File: src/rtl/clock_time_core.sv
// -----------------------------------------------------------------------------
// clock_time_core
//   24-hour BCD time-of-day core. A 16-bit prescaler divides the system clock
//   down to a one-second tick, which advances seconds/minutes/hours with full
//   BCD carry resolution in a single edge. Two asynchronous pushbuttons set the
//   minutes and hours; each is synchronized and edge-detected so that a held
//   button produces exactly one update.
//
// Parameters
//   TICK_DIV  : clock cycles per one-second tick (2..65536)
//
// Ports
//   clock     : in  system clock, rising-edge active
//   reset     : in  asynchronous active-low reset
//   run_en    : in  prescaler advances while high; time holds while low
//   set_min   : in  asynchronous pushbutton, rising edge advances minutes
//   set_hour  : in  asynchronous pushbutton, rising edge advances hours
//   sec_bcd   : out seconds 00..59, BCD, tens digit in [7:4]
//   min_bcd   : out minutes 00..59, BCD
//   hour_bcd  : out hours 00..23, BCD
//   sec_tick  : out one-cycle pulse coincident with a new seconds value
//   day_wrap  : out one-cycle pulse coincident with the 23:59:59 -> 00:00:00 roll
// -----------------------------------------------------------------------------
module clock_time_core #(
  parameter int TICK_DIV = 65536
) (
  input  logic       clock,
  input  logic       reset,
  input  logic       run_en,
  input  logic       set_min,
  input  logic       set_hour,
  output logic [7:0] sec_bcd,
  output logic [7:0] min_bcd,
  output logic [7:0] hour_bcd,
  output logic       sec_tick,
  output logic       day_wrap
);

  localparam logic [15:0] PRESC_LAST = 16'(TICK_DIV - 1);

  logic [15:0] presc_q, presc_d;
  logic [7:0]  sec_q, sec_d;
  logic [7:0]  min_q, min_d;
  logic [7:0]  hour_q, hour_d;
  logic        sec_tick_q, sec_tick_d;
  logic        day_wrap_q, day_wrap_d;

  logic [1:0]  min_sync_q, hour_sync_q;
  logic        min_prev_q, hour_prev_q;

  logic        tick;
  logic        min_evt, hour_evt;

  // Two-digit BCD increment that wraps to 00 after 'last'.
  function automatic logic [7:0] bcd_inc(input logic [7:0] v, input logic [7:0] last);
    logic [7:0] r;
    if (v == last) begin
      r = 8'h00;
    end else if (v[3:0] == 4'd9) begin
      r = {v[7:4] + 4'd1, 4'h0};
    end else begin
      r = {v[7:4], v[3:0] + 4'd1};
    end
    return r;
  endfunction

  // The edge detector compares the second synchronizer flop with its own
  // registered copy, so an event fires on the edge after the button reaches
  // the second flop: sampled at edge N, applied at edge N+2.
  assign min_evt  = min_sync_q[1]  & ~min_prev_q;
  assign hour_evt = hour_sync_q[1] & ~hour_prev_q;
  assign tick     = run_en && (presc_q == PRESC_LAST);

  always_comb begin
    presc_d    = presc_q;
    sec_d      = sec_q;
    min_d      = min_q;
    hour_d     = hour_q;
    sec_tick_d = 1'b0;
    day_wrap_d = 1'b0;

    // Prescaler runs independently of set events, so it still wraps on a
    // dropped tick and the next tick stays on its regular cadence.
    if (run_en) begin
      presc_d = tick ? 16'd0 : presc_q + 16'd1;
    end

    if (min_evt || hour_evt) begin
      // Set events win over a coincident tick; no pulses are emitted.
      sec_d = 8'h00;
      if (min_evt)  min_d  = bcd_inc(min_q, 8'h59);
      if (hour_evt) hour_d = bcd_inc(hour_q, 8'h23);
    end else if (tick) begin
      sec_tick_d = 1'b1;
      day_wrap_d = (hour_q == 8'h23) && (min_q == 8'h59) && (sec_q == 8'h59);
      sec_d      = bcd_inc(sec_q, 8'h59);
      if (sec_q == 8'h59) begin
        min_d = bcd_inc(min_q, 8'h59);
        if (min_q == 8'h59) begin
          hour_d = bcd_inc(hour_q, 8'h23);
        end
      end
    end
  end

  always_ff @(posedge clock or negedge reset) begin
    if (!reset) begin
      presc_q     <= 16'd0;
      sec_q       <= 8'h00;
      min_q       <= 8'h00;
      hour_q      <= 8'h00;
      sec_tick_q  <= 1'b0;
      day_wrap_q  <= 1'b0;
      min_sync_q  <= 2'b00;
      hour_sync_q <= 2'b00;
      min_prev_q  <= 1'b0;
      hour_prev_q <= 1'b0;
    end else begin
      presc_q     <= presc_d;
      sec_q       <= sec_d;
      min_q       <= min_d;
      hour_q      <= hour_d;
      sec_tick_q  <= sec_tick_d;
      day_wrap_q  <= day_wrap_d;
      min_sync_q  <= {min_sync_q[0], set_min};
      hour_sync_q <= {hour_sync_q[0], set_hour};
      min_prev_q  <= min_sync_q[1];
      hour_prev_q <= hour_sync_q[1];
    end
  end

  assign sec_bcd  = sec_q;
  assign min_bcd  = min_q;
  assign hour_bcd = hour_q;
  assign sec_tick = sec_tick_q;
  assign day_wrap = day_wrap_q;

endmodule

File: config.mk
export PLATFORM = sky130hd
export DESIGN_NAME = clock_time_core
export DESIGN_NICKNAME = d
export VERILOG_FILES = /design/src/rtl/clock_time_core.sv
export SDC_FILE = /design/constraint.sdc
export NUM_CORES = 1
export LEC_CHECK = 0
export ABC_AREA = 0
export CAP_MARGIN = 15
export CORE_UTILIZATION = 46
export CTS_CLUSTER_SIZE = 24
export DETAILED_ROUTE_END_ITERATION = 10
export DONT_BUFFER_PORTS = 1
export GPL_TIMING_DRIVEN = 0
export PLACE_DENSITY = 0.66
export RECOVER_POWER = 100
export SLEW_MARGIN = 20
export SYNTH_ARGS = -nofsm -noshare
export SYNTH_HDL_FRONTEND = slang
export SYNTH_SLANG_ARGS = --single-unit
File: constraint.sdc
create_clock -name clock -period 6.7 [get_ports clock]
set_clock_uncertainty 0.2 [all_clocks]
set_input_delay 1.34 -clock clock [delete_from_list [all_inputs] [get_ports clock]]
set_output_delay 1.34 -clock clock [all_outputs]
set_load 0.03 [all_outputs]
# Word level (Yosys, flattened, before mapping)

Index checks and enable logic that the tools add are counted.

Flip-flop bits (word level): 48
Bits of input ports: 5
Word-level logic and storage cells: 64

Add/subtract/negate cells: 7
Eq/ne operators: 9
Mux-type cells: 22
Bitwise gates (word level): 4
Reduce and logical (&&, ||, !) cells: 11

Operator list:

| kind                                          | number |
|---|---|
| two-way mux 8 bit                             | 17 |
| adder 4 x 1 -> 4 bit, second input constant   | 6 |
| adder 16 x 1 -> 16 bit, second input constant | 1 |
| == test 16 bit, second input constant         | 1 |
| == test 8 x 7 -> 1 bit, second input constant | 2 |
| two-way mux 16 bit                            | 1 |
| == test 4 bit, second input constant          | 3 |
| == test 8 x 6 -> 1 bit, second input constant | 1 |
| nonzero test 2 bit                            | 3 |
| two-way mux 1 bit                             | 4 |
| != test 2 bit, second input constant          | 2 |
| AND reduction 4 bit                           | 1 |
| logical AND 1 bit                             | 3 |
| AND reduction 3 bit                           | 1 |
| nonzero test 3 bit                            | 1 |
| bitwise AND 1 bit                             | 2 |
| inverter 1 bit                                | 2 |
| AND reduction 2 bit                           | 1 |
| logical OR 1 bit                              | 1 |

# Logic depth before layout (Yosys ltp)

Word-level depth: 7
Gate-level depth with buffers: 9
Gate-level depth less buffers: 7

# Worst setup path after synthesis

Ideal clock, no wire load.

Path type: input -> register
Start point: in run_en
End point: reg hour_q[6] (netlist: hour_bcd[6])
Library setup time: 0.125 ns
Arrival time: 2.606 ns
Path slack: 3.770 ns
Stages: 6
Path through: and3_1 -> nand3_2 -> o41a_1 -> buf_6 -> o31ai_4 -> o21ai_2

Longest elaborated chain between the ends: 3

RTL lines:

| what                                 | line | text |
|---|---|---|
| start: declaration                   | 29   | `input logic run_en,` |
| logical AND 1 bit                    | 72   | `assign tick = run_en && (presc_q == PRESC_LAST);` |
| nonzero test 2 bit (no source line)  | n/a  |  |
| AND reduction 4 bit (no source line) | n/a  |  |
| end signal: assignment               | 122  | `hour_q <= hour_d;` |
| end: declaration                     | 44   | `logic [7:0] hour_q, hour_d;` |

Every way passes these cells.
A chain may end at the register's enable or synchronous reset.

# Final worst setup path

Start point: in run_en
End point: reg min_q[4] (netlist: min_bcd[4])

Longest elaborated chain between the ends: 3

RTL lines:

| what                                 | line | text |
|---|---|---|
| logical AND 1 bit                    | 72   |  |
| nonzero test 2 bit (no source line)  | n/a  |  |
| AND reduction 3 bit (no source line) | n/a  |  |
| end signal: assignment               | 121  | `min_q <= min_d;` |
| end: declaration                     | 43   | `logic [7:0] min_q, min_d;` |

Every way passes these cells.

==> results.txt <==
Tot GR Track Use = 0.1644
CP Cell Sequence = and3_1 > nand3_1 > nor4_1 > o21ai_0 > mux2_2
NetSw = 320.0 µW
share of the synthesized area in the top cell type = 0.4918
Mapped Nets = 248
Chip Height = 74.87 µm
critical path data required time = 6.68 ns
Async SR Flop Fraction = 1.000
worst min-delay path startpoint = min_sync_q[0]$_DFF_PN0_
Final nets = 255
metal2 WL = 1.973 mm
fin crit period = 3.270 ns
Static Leak = 1.106 nW
Max stage delay on crit path = 0.81 ns
Clock Sinks = 48
total setup buffers inserted after CTS = 0
max_cap viols = 0
IO Pins = 31
first-pass GRT wire length = 6.996 mm
Max VDD drop = 0.1218 mV
vias in the first global route = 1587
met3 WL = 197 µm
Clock Tree Buf Depth = 2
WHS Endpoint = min_sync_q[1]$_DFF_PN0_
Port Buffers = 0
crit share post-route = 0.4880
drt total wl = 4.250 mm
# resized after CTS = 0
Post-CTS Hold Fix Bufs = 0
worst-margin pin slew = 0.9393 ns
Placer Congestion = 0.7336
total gr overflow = 0
hold path cells = 0
final hold violations = 0
routed vias = 1695
TritonCTS clock tree = yes
startpoint types = primary input
combinational power share = 0.195
WP buf/inv = 0
worst flop-to-flop path endpoint = min_bcd[4]$_DFFE_PN0P_
Core Area = 5107 µm²
vias per std cell = 5.521
layout cells sized above 1 = 0.07173
dominant synthesized flop cell = dfrtp_1
Post-Layout Cell Count = 307
placed wire-length estimate = 2.997 mm
Final TNS setup = 0 ns
dpl ws = 3.591 ns
Pint = 503.7 µW
antenna violations before repair = 0
slowest CP cell = nor4_1
Distinct cells, synth = 50
leading area contributor after synthesis = dfrtp_1
Initial Utilization = 0.4782
most frequent cells after synthesis = dfrtp_1 (48), nand2_1 (19), nor2_1 (17)
Area growth syn-to-layout = 4.303%
crit end category = flop
M1 WL = 2.011 mm
Clk pwr share = 0.193
largest fanout on the critical path = 6
outcome = completed
die footprint = 5605 µm²
clk slew on worst S/H paths = 0.08 ns
max_slew headroom = 0.3680
worst skew pair latency = 0.29 ns
max-slew violation count = 0
DRT iter0 DRCs = 67
cell count after synthesis = 230
post-synthesis sequential area ratio = 0.4918
# DRC = 0
Reg-to-Reg Start = sec_bcd[4]$_DFFE_PN0P_
RSZ-0062 raised after global routing = false
CTS Buf Count = 5
Net Sw Frac = 0.3885
Final setup viols = 0
largest net degree at the start of global routing = 49
post-route ant nets = 0
R2R depth = 6
dpl cells = 300
Synth Cell Area = 2442 µm²
Antenna Cells = 0
WL per Instance = 13.84 µm
final worst setup slack = 3.430 ns
Synth warnings = 0
ranking of synthesized cells by area = dfrtp_1 (49%), ha_1 (6.7%), nand2_1 (2.9%), xnor2_1 (2.9%), mux2_2 (2.8%)
crit path kind = primary input to flop
sequential power share = 0.612
P per Cell Area = 323.3 nW/µm²
top-count cell post-synth = dfrtp_1
Die W = 74.87 µm
Root Buffer = clkbuf_8
top sig layer = met4
H-tree levels = 2
DR pass1 iterations = 4
worst hold slack = 0.1514 ns
Cell Rows = 26
fmax = 305.9 MHz
worst hold path type = flop to flop
FF+latch count, synth = 48
R2R Setup Slk = 3.85 ns
CP top delay family = simple AND/OR/NAND/NOR gates
syn avg cell area = 10.62 µm²
Post-synth EDFFs = 0
Arrival @ worst endpoint = 3.25 ns
total power = 823.7 µW
final cells by class:
| type | instances | area, µm² |
|---|---|---|
| fillers | 486 | 2560 |
| well taps | 70 | 87.58 |
| clock buffers | 6 | 72.57 |
| multi-input cells | 168 | 1129 |
| plain buffers | 3 | 11.26 |
| clock inverters | 1 | 5.005 |
| inverters | 11 | 41.29 |
| flip-flops and latches | 48 | 1201 |
layout by cell type (no fill, tap or decap), types with 5 or more instances in the layout:
master,netlist,layout
a21oi_1,7,7
and3_1,7,7
clkbuf_8,0,5
dfrtp_1,48,48
ha_1,13,13
inv_1,11,11
mux2_2,6,6
nand2_1,19,20
nand3_1,10,12
nor2_1,17,17
o21ai_0,13,18
or3_1,5,5
xnor2_1,8,8
through the flow:
stage	instance area (µm²)	utilization
floorplan	2442	-
global placement	2530	0.4953
detailed placement	2530	0.4953
CTS	2608	0.5105
global route	2547	0.4988
finish	2547	0.4988
power groups by stage:
stage                     Sequential [mW]  Combinational (mW)  Clock, mW
after floorplan                     0.493               0.148          0
after global placement              0.510               0.165          0
after detailed placement            0.512               0.171          0
after CTS                           0.507               0.172      0.167
after global routing                0.518               0.189      0.176
final                               0.504               0.161      0.159
worst register-to-register path: cells and delay by family, from the launching register on:
kind,cells,cell delay (ns)
compound gates,1,0.32
fa+ha+maj,1,0.23
flops,1,0.60
mux,1,0.34
simple gates,3,1.04
registers in the layout, indices dropped and copies added, names as in the netlist:
signal       cells
sec_bcd          8
min_bcd          8
hour_sync_q      2
min_sync_q       2
presc_q         16
hour_prev_q      1
sec_tick         1
min_prev_q       1
day_wrap         1
hour_bcd         8
routing by layer:
layer | vias up | GRT usage
li1 | 830 | -
met5 | - | 0
met1 | 824 | 0.2065
met2 | 35 | 0.2803
met4 | 0 | 0.05241
met3 | 6 | 0.03882
kinds of logic (layout without fill, tap and decap cells):
kind of cell,count (synthesis),count (layout),synth area share
fa+ha+maj,13,13,0.06660
xor+xnor,12,12,0.04303
simple gates,95,95,0.2300
compound gates,42,42,0.1148
buf+inv,14,21,0.02613
mux,6,6,0.02766
flops,48,48,0.4918
worst max path at each step:
stage / start / to / slack [ns] / cells after the start
global route: run_en / min_bcd[4]$_DFFE_PN0P_ / 3.09 / 5
floorplan: run_en / hour_bcd[6]$_DFFE_PN0P_ / 3.77 / 6
global placement: run_en / hour_bcd[6]$_DFFE_PN0P_ / 3.60 / 6
detailed placement: run_en / hour_bcd[6]$_DFFE_PN0P_ / 3.59 / 6
finish: run_en / min_bcd[4]$_DFFE_PN0P_ / 3.43 / 5
CTS: run_en / hour_bcd[6]$_DFFE_PN0P_ / 3.90 / 6
(Power assumes the default switching activity.)
